**src/rtl/a_igual_b_pkg.sv**
```systemverilog
// Shared definitions for the a_igual_b comparator and its upstream sequencer.
package a_igual_b_pkg;

    localparam int unsigned A_IGUAL_B_INPUTSIZE = 4;

    typedef enum logic [1:0] {
        IDLE = 2'd0,
        EVAL = 2'd1,
        RESP = 2'd2
    } state_t;

endpackage

```
**src/rtl/a_igual_b_ctrl.sv**
```systemverilog
// Sequencer for the a_igual_b equality comparator: registers a compare request,
// holds the comparator enable until done (or timeout), and returns a branch decision.
module a_igual_b_ctrl
    import a_igual_b_pkg::*;
#(
    parameter int unsigned INPUTSIZE = A_IGUAL_B_INPUTSIZE,
    parameter int unsigned ADDRSIZE  = 8,
    parameter int unsigned TIMEOUT   = 15,
    parameter int unsigned CNTSIZE   = 8
) (
    input  logic                 clk,
    input  logic                 rst_n,
    input  logic                 req_valid,
    output logic                 req_ready,
    input  logic [INPUTSIZE-1:0] req_a,
    input  logic [INPUTSIZE-1:0] req_b,
    input  logic                 req_bne,
    input  logic [ADDRSIZE-1:0]  req_target,
    output logic                 cmp_enable,
    output logic [INPUTSIZE-1:0] cmp_a,
    output logic [INPUTSIZE-1:0] cmp_b,
    input  logic                 cmp_ab_out,
    input  logic                 cmp_done,
    output logic                 rsp_valid,
    input  logic                 rsp_ready,
    output logic                 rsp_eq,
    output logic                 rsp_take,
    output logic [ADDRSIZE-1:0]  rsp_target,
    output logic                 rsp_err,
    output logic [CNTSIZE-1:0]   cnt_total,
    output logic [CNTSIZE-1:0]   cnt_equal
);

    localparam int unsigned TW = $clog2(TIMEOUT + 1);
    localparam logic [TW-1:0] TLAST = TW'(TIMEOUT - 1);
    localparam logic [CNTSIZE-1:0] CMAX = '1;

    state_t              r_state;
    state_t              w_state_nxt;
    logic [TW-1:0]       r_timer;
    logic [TW-1:0]       w_timer_nxt;
    logic                r_bne;
    logic [ADDRSIZE-1:0] r_target;
    logic                w_accept;
    logic                w_finish;
    logic                w_rsp_hs;
    logic                w_take;

    always_comb begin
        w_state_nxt = r_state;
        w_timer_nxt = '0;
        w_accept    = 1'b0;
        w_finish    = 1'b0;
        w_rsp_hs    = 1'b0;
        unique case (r_state)
            IDLE: begin
                if (req_valid) begin
                    w_accept    = 1'b1;
                    w_state_nxt = EVAL;
                end
            end
            EVAL: begin
                // done has priority over a timeout landing on the same cycle
                if (cmp_done || (r_timer == TLAST)) begin
                    w_finish    = 1'b1;
                    w_state_nxt = RESP;
                end else begin
                    w_timer_nxt = r_timer + 1'b1;
                end
            end
            RESP: begin
                if (rsp_ready) begin
                    w_rsp_hs    = 1'b1;
                    w_state_nxt = IDLE;
                end
            end
            default: w_state_nxt = IDLE;
        endcase
    end

    assign w_take = cmp_ab_out ^ r_bne;

    always_ff @(posedge clk or negedge rst_n) begin
        if (!rst_n) begin
            r_state    <= IDLE;
            r_timer    <= '0;
            r_bne      <= 1'b0;
            r_target   <= '0;
            req_ready  <= 1'b1;
            cmp_enable <= 1'b0;
            cmp_a      <= '0;
            cmp_b      <= '0;
            rsp_valid  <= 1'b0;
            rsp_eq     <= 1'b0;
            rsp_take   <= 1'b0;
            rsp_target <= '0;
            rsp_err    <= 1'b0;
            cnt_total  <= '0;
            cnt_equal  <= '0;
        end else begin
            r_state    <= w_state_nxt;
            r_timer    <= w_timer_nxt;
            req_ready  <= (w_state_nxt == IDLE);
            cmp_enable <= (w_state_nxt == EVAL);
            rsp_valid  <= (w_state_nxt == RESP);
            if (w_accept) begin
                cmp_a    <= req_a;
                cmp_b    <= req_b;
                r_bne    <= req_bne;
                r_target <= req_target;
            end
            if (w_finish) begin
                if (cmp_done) begin
                    rsp_eq     <= cmp_ab_out;
                    rsp_take   <= w_take;
                    rsp_target <= w_take ? r_target : '0;
                    rsp_err    <= 1'b0;
                end else begin
                    rsp_eq     <= 1'b0;
                    rsp_take   <= 1'b0;
                    rsp_target <= '0;
                    rsp_err    <= 1'b1;
                end
            end
            if (w_rsp_hs) begin
                if (cnt_total != CMAX) cnt_total <= cnt_total + 1'b1;
                if (rsp_eq && (cnt_equal != CMAX)) cnt_equal <= cnt_equal + 1'b1;
            end
        end
    end

endmodule

```
**config.mk**
```make
export PLATFORM = sky130hd
export DESIGN_NAME = a_igual_b_ctrl
export DESIGN_NICKNAME = d
export VERILOG_FILES = /design/src/rtl/a_igual_b_pkg.sv /design/src/rtl/a_igual_b_ctrl.sv
export SDC_FILE = /design/constraint.sdc
export NUM_CORES = 1
export LEC_CHECK = 0
export BUFFER_PORTS_ARGS = -buffer_cell sky130_fd_sc_hd__buf_2
export CAP_MARGIN = 20
export CORE_UTILIZATION = 51
export DETAILED_ROUTE_END_ITERATION = 12
export PLACE_DENSITY = 0.78
export RECOVER_POWER = 100
export SLEW_MARGIN = 5
export SYNTH_ARGS = -nofsm -noshare
export SYNTH_HDL_FRONTEND = slang
export SYNTH_SLANG_ARGS = --single-unit
```
**constraint.sdc**
```tcl
create_clock -name clk -period 2.25 [get_ports clk]
set_clock_uncertainty 0.1 [all_clocks]
set_input_delay 0.45 -clock clk [delete_from_list [all_inputs] [get_ports clk]]
set_output_delay 0.45 -clock clk [all_outputs]
set_load 0.03 [all_outputs]
```
# ---- After elaboration in Yosys (flattened, before gate mapping)
# Index checks and enable logic that the tools add are counted.
# Widths: inputs -> output; s select.
dict set report totals {
  output_inout_bits 38
  elab_cells 49
  in_bits 23
  register_bits 53
}
dict set report classes {
  bitwise 1
  reduce_logical 6
  mux 17
  addsub 3
  eq_ne 7
}
# operator count
set op_table {}
lappend op_table {{$add 8x1->8 const B} 2}
lappend op_table {{$mux 8} 2}
lappend op_table {{$ne 8x8->1 const B} 2}
lappend op_table {{$mux 1} 9}
lappend op_table {{$mux 4} 2}
lappend op_table {{$mux 2} 3}
lappend op_table {{$pmux 2 s3} 1}
lappend op_table {{$add 4x1->4 const B} 1}
lappend op_table {{$eq 2x1->1 const B} 2}
lappend op_table {{$eq 2x2->1 const B} 2}
lappend op_table {{$eq 4x4->1 const B} 1}
lappend op_table {{$logic_not 2->1} 2}
lappend op_table {{$reduce_and 2->1} 2}
lappend op_table {{$logic_and 1x1->1} 1}
lappend op_table {{$logic_or 1x1->1} 1}
lappend op_table {{$xor 1x1->1} 1}

# ---- Depth between registers and ports, before layout
# Gate-level depths: netlist of the first run.
dict set report depth {
  depth_word 5
  mapped_depth 6
}

# ---- Least setup slack after synthesis of the first run
# OpenSTA, ideal clock, no wires.
dict set report synth_timing {
  kind {flip-flop to flip-flop}
  start {reg cnt_total[0]}
  end {reg cnt_total[1]}
  path_buffers 0
  path_slack_ns 0.444
  arrival_ns 1.578
  stages_incl_launch_ff 5
  path_cell_list {dfrtp_1 > ha_1 > nand4_1 > o21ai_1 > mux2_1}
}
dict set report synth_between {
  elab_chain_cells 2
}
# element line
set synth_rtl {}
lappend synth_rtl {{start: declaration} a_igual_b_ctrl.sv:30} ;# output logic [CNTSIZE-1:0] cnt_total,
lappend synth_rtl {{start signal: assignment} a_igual_b_ctrl.sv:126} ;# if (cnt_total != CMAX) cnt_total <= cnt_total + 1'b1;
lappend synth_rtl {{branches (longest 2 deep; another with $add 8x1->8)} --}
# Several ways; the timed one is not identified.
# A chain may end at the register's enable or synchronous reset.

# ---- Worst setup path after layout of the first run
# Same ends and word-level chain as after synthesis.

==> out/metrics.csv, run 1 <==
stage,metric,value,unit
detailed_routing,initial DRC count,88,
power_and_ir_drop,Lkg Pwr,1.198,nW
synthesis,Async SR Flop Fraction,100.0,%
clock_network,TritonCTS Buffers,5,
hold_path,worst hold path cell count,2,
detailed_routing,Vias/cell,5.287,
synthesis,Synth Flop Type,dfrtp_1,
sta,max-slew violations,0,
clock_network,cell chosen for the clock root,clkbuf_8,
clock_network,CTS Hold Bufs,0,
detailed_routing,drt wl/cell,13.74,µm
clock_network,clock buffer depth,2,
critical_path,origin of the critical flop-to-flop path,cnt_total[0]$_DFFE_PN0P_,
run_status,status,completed,
synthesis,cell count after synthesis,167,
critical_path,critical path capture point type,flop,
sta,Final Hold Viols,0,
die,DIE WIDTH,68.18,µm
synthesis,register area share after synthesis,59.44,%
placement,buffers added on ports,60,
hold_path,Hold Crit Class,primary input to flop,
clock_network,# Post-CTS Setup Buffers,0,
hold_path,hold_sp,req_target[7],
detailed_routing,# DRC,0,
power_and_ir_drop,total power draw,3.367,mW
sta,Tmin final,1765,ps
synthesis,post-synth cell types,42,
clock_network,CTS sink count,53,
synthesis,Synthesized Nets,194,
sta,setup_tns,0,ps
hold_path,Worst Hold Path EP,r_target[7]$_DFFE_PN0P_,
detailed_routing,Final ANT Viol Nets,0,
die,area of the die,4648,µm²
critical_path,CP max FO,5,
final_layout,final net count,258,
critical_path,Worst R2R End,cnt_total[1]$_DFFE_PN0P_,
clock_network,clk_lat worst skew,300,ps
detailed_routing,total iterations of the first detailed-routing run,4,
sta,Setup-failing EPs final,0,
clock_network,Resized Gates After CTS,0,
run,max cap viols,0,
critical_path,WP data required,2340,ps
global_route,global-route wire length before repair,5940,µm
synthesis,synth cell count leaders,"dfrtp_1, mux2_1, nand2_1, xnor2_1, a22o_1",
global_route,pin count of the biggest net entering global routing,30,
critical_path,CP Data Arrival Time,1860,ps
sta,Final Cycle Share,78.45,%
clock_network,CTS tree,yes,
die,Die Span Y,68.18,µm
synthesis,top post-synthesis cells by area,"dfrtp_1, mux2_1, xnor2_1",
synthesis,Ys Warns,0,
sta,worst-margin pin slew,1333,ps
synthesis,area of the mapped netlist,2233,µm²
critical_path,R2R Setup Slk,480,ps
die,io pins,61,
sta,RSZ-0062 raised after global routing,no,
sta,Max-slew headroom,11.14,%
detailed_routing,DRT Wirelength,3876,µm
detailed_routing,via count,1491,
die,row count,23,
placement,placed wire-length estimate,2836,µm
synthesis,Avg Synthesized Cell Area,13.37,µm²
critical_path,CP Launch Type,flop,
global_route,initial antenna violation count,0,
synthesis,#FFs+latches synth,53,
sta,Fmax achieved,0.5665,GHz
power_and_ir_drop,Power Density,1291,nW/µm²
die,core area,4115,µm²
synthesis,share of the synthesized area in the top cell type,58.26,%
synthesis,"EDFF count, synth",0,
synthesis,most numerous cell in the Yosys netlist,dfrtp_1,
die,Starting Density,54.27,%
final_layout,antenna cells,0,
synthesis,Synth area leader,dfrtp_1,
clock_network,"Reg clk slew, reported paths",90,ps
critical_path,critical path type,flop to flop,
clock_network,H-tree lvl count,2,
global_route,remaining global-route overflow,0,
final_layout,share of layout cells above drive strength 1,15.09,%
power_and_ir_drop,VDD IR max,0.9796,mV
global_route,vias in the first global route,1354,
global_route,GRT Overall Usage,17.90,%
placement,RePlAce Congestion,0.7793,
final_layout,area grow syn2layout,16.81,%
critical_path,cell count of the worst reg-to-reg path,4,
routing by layer:
| metal | vias up | part of all wire, % | global-route usage (%) |
|---|---|---|---|
| met4 | 0 | 1.7 | 7.031 |
| met5 | - | 0 | 0 |
| met1 | 716 | 48 | 22.43 |
| li1 | 727 | - | - |
| met3 | 7 | 4.5 | 4.833 |
| met2 | 41 | 46 | 29.29 |
flip-flops by register name (all words and copies together) (netlist names):
register    flops
cmp_b           4
rsp_valid       1
req_ready       1
cnt_total       8
rsp_err         1
cmp_enable      1
r_target        8
rsp_take        1
cmp_a           4
rsp_eq          1
rsp_target      8
cnt_equal       8
r_state         2
r_timer         4
r_bne           1
through the flow:
| step | instances | utilization [%] | hold slack, ps | setup slack [ps] | area [µm²] |
|---|---|---|---|---|---|
| 6_report | 282 | 63.39 | 257.9 | 484.9 | 2609 |
| 5_1_grt | 282 | 63.39 | 247.8 | 379.4 | 2609 |
| 4_1_cts | 282 | 65.10 | 41.51 | 528.8 | 2679 |
| 3_5_place_dp | 274 | 63.00 | 373.1 | 545.1 | 2592 |
| 3_3_place_gp | 274 | 63.00 | 366.2 | 548.8 | 2592 |
| 2_1_floorplan | 167 | - | 54.41 | 443.9 | 2233 |
power by group:
part,total (mW),internal (mW),switching [mW],leakage (nW)
logic,1.29,0.425,0.868,0.488
registers,1.56,1.31,0.249,0.667
clock network,0.512,0.215,0.297,0.0439
cells by family (layout without fill, tap and decap cells):
logic type	count (synthesis)	in the layout	share of synthesized area, %
xor+xnor	12	12	4.706
compound gates	24	24	8.572
flops	53	53	59.44
mux	23	23	11.93
buf+inv	9	74	2.297
simple gates	42	42	10.81
fa+ha+maj	4	4	2.241
area by class of cell:
class	count	area, µm²
clock buffer	5	68.82
clock inverter	3	17.52
fill	347	1506
inverter	4	15.01
multi-input combinational	105	840.8
sequential	53	1328
tap	50	62.56
timing repair buffer	62	276.5
layout by cell type, fill, tap and decap left out, types with 2 or more instances in the layout:
master,instances
buf_2,21
inv_1,3
o21ai_0,4
nand2_1,9
nand4_1,3
a21oi_1,2
and3_1,5
xor2_1,3
clkinv_2,2
nor2_1,5
clkbuf_8,5
dfrtp_1,52
o2111ai_1,2
nand2b_1,2
a22o_1,8
mux2_1,22
nand3_1,6
ha_1,4
o211ai_1,2
xnor2_1,9
nand3b_1,2
clkbuf_1,39
worst max-delay path by stage:
stage | from | end | slack, ps
floorplan | cnt_total[0]$_DFFE_PN0P_ | cnt_total[1]$_DFFE_PN0P_ | 440
global placement | r_timer[0]$_DFF_PN0_ | r_state[1]$_DFF_PN0_ | 550
detailed placement | r_timer[0]$_DFF_PN0_ | r_state[1]$_DFF_PN0_ | 550
CTS | r_timer[0]$_DFF_PN0_ | r_state[1]$_DFF_PN0_ | 530
global route | r_timer[0]$_DFF_PN0_ | r_state[1]$_DFF_PN0_ | 380
finish | cnt_total[0]$_DFFE_PN0P_ | cnt_total[1]$_DFFE_PN0P_ | 480
critical path, cell delays in order, from the launching register on:
cell and delay, ps:
dfrtp_1 420, ha_1 230, nand4_1 200, o21ai_0 340, mux2_1 360
No activity file was read; power rests on OpenSTA's default activity.
==> run 2, diff against run 1 <==
--- a/config.mk
+++ b/config.mk
@@ -7,9 +7,9 @@
 export LEC_CHECK = 0
 export BUFFER_PORTS_ARGS = -buffer_cell sky130_fd_sc_hd__buf_2
 export CAP_MARGIN = 20
-export CORE_UTILIZATION = 51
+export CORE_UTILIZATION = 46
 export DETAILED_ROUTE_END_ITERATION = 12
-export PLACE_DENSITY = 0.78
+export PLACE_DENSITY = 0.74
 export RECOVER_POWER = 100
 export SLEW_MARGIN = 5
 export SYNTH_ARGS = -nofsm -noshare
==> constraint.sdc (replaced) <==
create_clock -name clk -period 1.61 [get_ports clk]
set_clock_uncertainty 0.1 [all_clocks]
set_input_delay 0.322 -clock clk [delete_from_list [all_inputs] [get_ports clk]]
set_output_delay 0.322 -clock clk [all_outputs]
set_load 0.03 [all_outputs]
==> run 2 against run 1 <==
Against the previous run: clock power grew 44%; power increased by 46%; register-to-register slack got worse by 470 ps; non-clock buffer count rose by 9; via count up 3.8%; flip-flop and latch count stayed put; count of clock-buffer cells in the layout rose by 1; largest power group unchanged; die area increased by 11%; sequential share of layout area down 2.5 points; sequential power grew 41%; wire length rose by 11%.
==> out/metrics.csv, run 2 (synthesis gave the netlist of run 1 again) <==
stage,metric,value,unit,change
run_status,status,completed,,unchanged
critical_path,CP Data Arrival Time,1680,ps,was 1860 ps
critical_path,CP max FO,5,,unchanged
detailed_routing,Final ANT Viol Nets,0,,unchanged
clock_network,CTS tree,yes,,unchanged
global_route,vias in the first global route,1419,,was 1354
detailed_routing,initial DRC count,58,,was 88
sta,RSZ-0062 raised after global routing,yes,,was no
final_layout,Final Core Density,61.19,%,was 63.39%
sta,max-slew violations,0,,unchanged
critical_path,critical path type,flop to flop,,unchanged
hold_path,Hold Crit Class,primary input to flop,,unchanged
final_layout,Fillers,391,,was 347
placement,Post-Place Cell Area,2659,µm²,was 2592 µm²
clock_network,TritonCTS Buffers,5,,unchanged
critical_path,CP Launch Type,flop,,unchanged
global_route,GRT Overall Usage,17.36,%,was 17.90%
detailed_routing,Vias/cell,5.280,,was 5.287
die,area of the die,5138,µm²,was 4648 µm²
critical_path,CP bufs+invs,0,,unchanged
detailed_routing,via count,1547,,was 1491
sta,setup_tns,0,ps,unchanged
critical_path,critical path capture point type,flop,,unchanged
power_and_ir_drop,VDD IR max,1.089,mV,was 0.9796 mV
sta,worst hold slack,124.2,ps,was 257.9 ps
detailed_routing,drt wl/cell,14.63,µm,was 13.74 µm
global_route,global-route wire length before repair,6748,µm,was 5940 µm
final_layout,area grow syn2layout,23.42,%,was 16.81%
critical_path,CP max stage cell,dfrtp_2,,was dfrtp_1
sta,Max-slew headroom,52.82,%,was 11.14%
die,io pins,61,,unchanged
run,max cap viols,0,,unchanged
global_route,pin count of the biggest net entering global routing,54,,was 30
global_route,initial antenna violation count,0,,unchanged
power_and_ir_drop,switching power,2.058,mW,was 1.413 mW
placement,placed wire-length estimate,3036,µm,was 2836 µm
final_layout,"commonest non-fill, non-tap cell in the layout",dfrtp_1,,unchanged
sta,Tmin final,1592,ps,was 1765 ps
clock_network,CTS sink count,53,,unchanged
sta,Setup-failing EPs final,0,,unchanged
critical_path,CP Cell Sequence,ha_4 > nand4_1 > o21ai_2 > mux2_1,,was ha_1 > nand4_1 > o21ai_0 > mux2_1
final_layout,antenna cells,0,,unchanged
power_and_ir_drop,clock group share of total power,14.9,%,was 15.2%
clock_network,clk_lat worst skew,300,ps,about the same
final_layout,final net count,267,,was 258
power_and_ir_drop,total power draw,4.924,mW,was 3.367 mW
placement,RePlAce Congestion,0.7375,,was 0.7793
power_and_ir_drop,Power Internal,2.866,mW,was 1.954 mW
critical_path,crit-path leading delay family,flip-flops,,unchanged
power_and_ir_drop,combinational power share,40.4,%,was 38.4%
power_and_ir_drop,Reg power frac,44.6,%,was 46.4%
clock_network,"Reg clk slew, reported paths",100,ps,was 90 ps
die,Starting Density,49.58,%,was 54.27%
critical_path,Worst path max stage delay,410,ps,was 420 ps
final_layout,share of layout cells above drive strength 1,27.80,%,was 15.09%
die,Die Span Y,71.68,µm,was 68.18 µm
power_and_ir_drop,sw frac,41.80,%,was 41.97%
final_layout,final instance area,2756,µm²,was 2609 µm²
global_route,remaining global-route overflow,0,,unchanged
placement,buffers added on ports,60,,unchanged
detailed_routing,DRT Wirelength,4287,µm,was 3876 µm
power_and_ir_drop,Power Density,1786,nW/µm²,was 1291 nW/µm²
clock_network,clock buffer depth,2,,unchanged
die,DIE WIDTH,71.68,µm,was 68.18 µm
die,row count,24,,was 23
clock_network,cell chosen for the clock root,clkbuf_8,,unchanged
die,core area,4504,µm²,was 4115 µm²
sta,Final Cycle Share,98.89,%,was 78.45%
sta,worst-margin pin slew,707.7,ps,was 1333 ps
power_and_ir_drop,Lkg Pwr,1.283,nW,was 1.198 nW
detailed_routing,# DRC,0,,unchanged
critical_path,WP data required,1690,ps,was 2340 ps
final_layout,most frequent cells in the layout,"dfrtp_1, buf_2, clkbuf_1, mux2_1",,"was dfrtp_1, clkbuf_1, mux2_1, buf_2"
detailed_routing,total iterations of the first detailed-routing run,4,,unchanged
clock_network,H-tree lvl count,2,,unchanged
sta,Final Hold Viols,0,,unchanged
sta,Fmax achieved,0.6281,GHz,was 0.5665 GHz
[run 2: metal layers]
metal,track usage [%],wire length (µm)
met1,24.32,2016
met2,26.62,2041
met3,3.938,185
met4,6.536,44
met5,0,0
[run 2: per-stage QoR]
| step | std cells | setup slack (ps) |
|---|---|---|
| 5_1_grt | 293 | -36.23 |
| 4_1_cts | 289 | 4.465 |
| 6_report | 293 | 17.80 |
| 3_5_place_dp | 280 | 11.54 |
| 3_3_place_gp | 280 | 42.54 |
| 2_1_floorplan | 167 | -33.80 |
[run 2: repair_timing]
action                                  CTS  global route
gates resized for setup                   1             2
pin swaps                                 1             4
endpoints found under the hold margin    52             0
hold buffers                              1             0
endpoints found under the setup margin    1             4
setup buffers                             0             4
[run 2: power by group through the flow]
| stage | Sequential, mW | Clock [mW] | Combinational [mW] |
|---|---|---|---|
| global placement | 2.19 | 0 | 2.02 |
| CTS | 2.20 | 0.758 | 2.08 |
| detailed placement | 2.22 | 0 | 2.07 |
| global route | 2.27 | 0.800 | 2.15 |
| floorplan | 2.87 | 0 | 0.735 |
| finish | 2.20 | 0.735 | 1.99 |
[run 2: worst reg2reg max path: stages (launching register included)]
cell,delay (ps)
dfrtp_2,410
ha_4,140
nand4_1,240
o21ai_2,260
mux2_1,340
[run 2: final timing paths]
| path | startpoint | cells after the start | slack (ps) | to |
|---|---|---|---|---|
| worst min-delay path | req_b[1] | 2 | 120 | cmp_b[1]$_DFFE_PN0P_ |
| worst max register to register | cnt_total[1]$_DFFE_PN0P_ | 4 | 20 | cnt_total[1]$_DFFE_PN0P_ |
| min in group asynchronous | rst_n | 3 | 600 | cnt_total[5]$_DFFE_PN0P_ |
| max in group asynchronous | rst_n | 3 | 290 | cnt_equal[1]$_DFFE_PN0P_ |
| worst min register to register | cmp_a[3]$_DFFE_PN0P_ | 1 | 390 | cmp_a[3]$_DFFE_PN0P_ |
| worst max-delay path | cnt_total[1]$_DFFE_PN0P_ | 4 | 20 | cnt_total[1]$_DFFE_PN0P_ |
[run 2: cell type report]
class                           count  area, µm²  share of cell area (%)
Sequential cell                    53       1333                   48.34
Tap cell                           52      65.06                   2.360
Clock inverter                      2      15.01                  0.5447
Clock buffer                        6      72.57                   2.633
Timing Repair Buffer               71      364.1                   13.21
Inverter                            4      15.01                  0.5447
Multi-Input combinational cell    105      892.1                   32.37
==> run 3, diff against run 2 <==
--- a/config.mk
+++ b/config.mk
@@ -6,9 +6,10 @@
 export NUM_CORES = 1
 export LEC_CHECK = 0
 export BUFFER_PORTS_ARGS = -buffer_cell sky130_fd_sc_hd__buf_2
-export CAP_MARGIN = 20
+export CAP_MARGIN = 15
 export CORE_UTILIZATION = 46
 export DETAILED_ROUTE_END_ITERATION = 12
+export MAX_ROUTING_LAYER = met4
 export PLACE_DENSITY = 0.74
 export RECOVER_POWER = 100
 export SLEW_MARGIN = 5
==> constraint.sdc (replaced) <==
create_clock -name clk -period 1.61 [get_ports clk]
set_clock_uncertainty 0.1 [all_clocks]
set_input_delay 0.2415 -clock clk [delete_from_list [all_inputs] [get_ports clk]]
set_output_delay 0.2415 -clock clk [all_outputs]
set_load 0.03 [all_outputs]
==> run 3 against run 2 <==
Against the previous run: sequential share of layout area down 0.28 points; critical path type unchanged; cell count down 0.68%; non-clock buffer count down 2; utilization up 0.42 points.
==> out/metrics.csv, run 3 (synthesis gave the netlist of run 1 again) <==
stage,metric,value,unit,change
sta,worst-margin pin slew,696.9,ps,was 707.7 ps
die,core area,4504,µm²,unchanged
detailed_routing,total iterations of the first detailed-routing run,4,,unchanged
global_route,pin count of the biggest net entering global routing,54,,unchanged
die,area of the die,5138,µm²,unchanged
final_layout,Reg area,1334,µm²,was 1333 µm²
critical_path,critical path capture point type,flop,,unchanged
critical_path,origin of the critical flop-to-flop path,cnt_total[1]$_DFFE_PN0P_,,unchanged
clock_network,CTS sink count,53,,unchanged
run,max cap viols,0,,unchanged
die,DIE WIDTH,71.68,µm,unchanged
placement,RePlAce Congestion,0.7664,,was 0.7375
clock_network,H-tree lvl count,2,,unchanged
detailed_routing,Met2 Wirelength,1989,µm,was 2041 µm
global_route,remaining global-route overflow,0,,unchanged
placement,buffers added on ports,60,,unchanged
placement,DP Worst Slack,31.99,ps,was 11.54 ps
final_layout,antenna cells,0,,unchanged
critical_path,CP max FO,5,,unchanged
sta,Fmax achieved,0.6315,GHz,was 0.6281 GHz
critical_path,critical path type,flop to flop,,unchanged
sta,setup_tns,0,ps,unchanged
power_and_ir_drop,combinational power share,38.6,%,was 40.4%
final_layout,area of the multi-input gates,892.1,µm²,unchanged
final_layout,"commonest non-fill, non-tap cell in the layout",dfrtp_1,,unchanged
run_status,status,completed,,unchanged
sta,Setup-failing EPs final,0,,unchanged
hold_path,Hold Crit Class,primary input to flop,,unchanged
global_route,vias in the first global route,1447,,was 1419
detailed_routing,initial DRC count,73,,was 58
clock_network,CTS tree,yes,,unchanged
global_route,GRT Overall Usage,18.17,%,was 17.36%
placement,Post-Place Cell Area,2671,µm²,was 2659 µm²
critical_path,WP data required,1700,ps,was 1690 ps
clock_network,clock buffer depth,2,,unchanged
power_and_ir_drop,clock group share of total power,18.3,%,was 14.9%
detailed_routing,DR WL met3,215,µm,was 185 µm
power_and_ir_drop,Power Density,1844,nW/µm²,was 1786 nW/µm²
detailed_routing,Vias/cell,5.330,,was 5.280
global_route,global-route wire length before repair,6941,µm,was 6748 µm
detailed_routing,via count,1551,,was 1547
sta,max-slew violations,0,,unchanged
sta,Final Cycle Share,98.36,%,was 98.89%
hold_path,Worst Hold Path EP,r_target[6]$_DFFE_PN0P_,,was cmp_b[1]$_DFFE_PN0P_
final_layout,final instance area,2775,µm²,was 2756 µm²
final_layout,Fillers,394,,was 391
power_and_ir_drop,VDD IR max,0.9334,mV,was 1.089 mV
die,row count,24,,unchanged
final_layout,most frequent cells in the layout,"dfrtp_1, clkbuf_1, buf_2, mux2_1",,"was dfrtp_1, buf_2, clkbuf_1, mux2_1"
power_and_ir_drop,switching power,2.064,mW,was 2.058 mW
critical_path,cell count of the worst reg-to-reg path,4,,unchanged
sta,Tmin final,1584,ps,was 1592 ps
hold_path,worst hold path cell count,2,,unchanged
die,Starting Density,49.58,%,unchanged
detailed_routing,met1 WL,2033,µm,was 2016 µm
power_and_ir_drop,Reg power frac,43.1,%,was 44.6%
detailed_routing,Final ANT Viol Nets,0,,unchanged
clock_network,clk_lat worst skew,300,ps,about the same
die,Die Span Y,71.68,µm,unchanged
clock_network,TritonCTS Buffers,5,,unchanged
die,io pins,61,,unchanged
critical_path,R2R Setup Slk,30,ps,was 20 ps
global_route,initial antenna violation count,0,,unchanged
sta,slack of the critical path,26.40,ps,was 17.80 ps
sta,Final Hold Viols,0,,unchanged
critical_path,CP Launch Type,flop,,unchanged
hold_path,hold_sp,req_target[6],,was req_b[1]
final_layout,area grow syn2layout,24.26,%,was 23.42%
detailed_routing,DRT Wirelength,4277,µm,was 4287 µm
critical_path,CP Data Arrival Time,1680,ps,about the same
clock_network,cell chosen for the clock root,clkbuf_8,,unchanged
power_and_ir_drop,Lkg Pwr,1.255,nW,was 1.283 nW
critical_path,Worst R2R End,cnt_total[6]$_DFFE_PN0P_,,was cnt_total[1]$_DFFE_PN0P_
sta,Max-slew headroom,53.54,%,was 52.82%
final_layout,share of layout cells above drive strength 1,23.85,%,was 27.80%
detailed_routing,drt wl/cell,14.70,µm,was 14.63 µm
final_layout,final net count,265,,was 267
detailed_routing,# DRC,0,,unchanged
placement,placed wire-length estimate,2984,µm,was 3036 µm
clock_network,"Reg clk slew, reported paths",90,ps,was 100 ps
power_and_ir_drop,sw frac,40.34,%,was 41.80%
detailed_routing,max layer used,met4,,unchanged
power_and_ir_drop,Power Internal,3.053,mW,was 2.866 mW
-- run 3: power groups by stage --
stage          registers, mW  logic [mW]  clock network (mW)
6_report                2.21        1.98               0.934
5_1_grt                 2.28        2.14                1.01
4_1_cts                 2.19        2.09               0.961
3_5_place_dp            2.21        2.09                   0
3_3_place_gp            2.20        2.03                   0
2_1_floorplan           2.87       0.735                   0
-- run 3: worst max path at each step --
stage	slack [ps]	to	start	cells past startpoint
floorplan	-30	cnt_total[6]$_DFFE_PN0P_	cnt_total[0]$_DFFE_PN0P_	4
global placement	70	cnt_total[6]$_DFFE_PN0P_	cnt_total[1]$_DFFE_PN0P_	4
detailed placement	30	cnt_total[6]$_DFFE_PN0P_	cnt_total[1]$_DFFE_PN0P_	4
CTS	10	cnt_total[6]$_DFFE_PN0P_	cnt_total[1]$_DFFE_PN0P_	4
global route	-30	cnt_total[6]$_DFFE_PN0P_	cnt_total[1]$_DFFE_PN0P_	4
finish	30	cnt_total[6]$_DFFE_PN0P_	cnt_total[1]$_DFFE_PN0P_	4
-- run 3: cell type report --
class	instances	share of cell area, %
Clock buffer	6	2.976
Clock inverter	2	1.353
Inverter	4	0.5410
Multi-Input combinational cell	105	32.15
Sequential cell	53	48.06
Tap cell	52	2.344
Timing Repair Buffer	69	12.58
-- run 3: worst max-delay path: stages (launching register included) --
cell and delay [ps]:
dfrtp_2 420, ha_4 170, nand4_1 220, nor3_2 240, mux2_1 330
-- run 3: per-stage QoR --
stage / cells / util (%) / hold slack (ps) / power [mW]
2_1_floorplan: 167 / - / -154.1 / 3.605
3_3_place_gp: 280 / 59.31 / 157.5 / 4.230
3_5_place_dp: 280 / 59.31 / 157.5 / 4.304
4_1_cts: 289 / 62.19 / 37.34 / 5.242
5_1_grt: 291 / 61.61 / 36.28 / 5.441
6_report: 291 / 61.61 / 45.11 / 5.117
-- run 3: repair_timing --
item | in CTS | in global routing
buffers inserted | 0 | 2
setup endpoints to repair | 0 | 4
hold endpoints to repair | 52 | 0
hold buffers | 1 | 0
resized for setup | 0 | 4
-- run 3: routing by layer --
metal | up-vias | global-route usage (%)
met1 | 760 | 24.29
li1 | 745 | -
met5 | - | -
met2 | 42 | 27.99
met3 | 4 | 5.063
met4 | 0 | 3.922
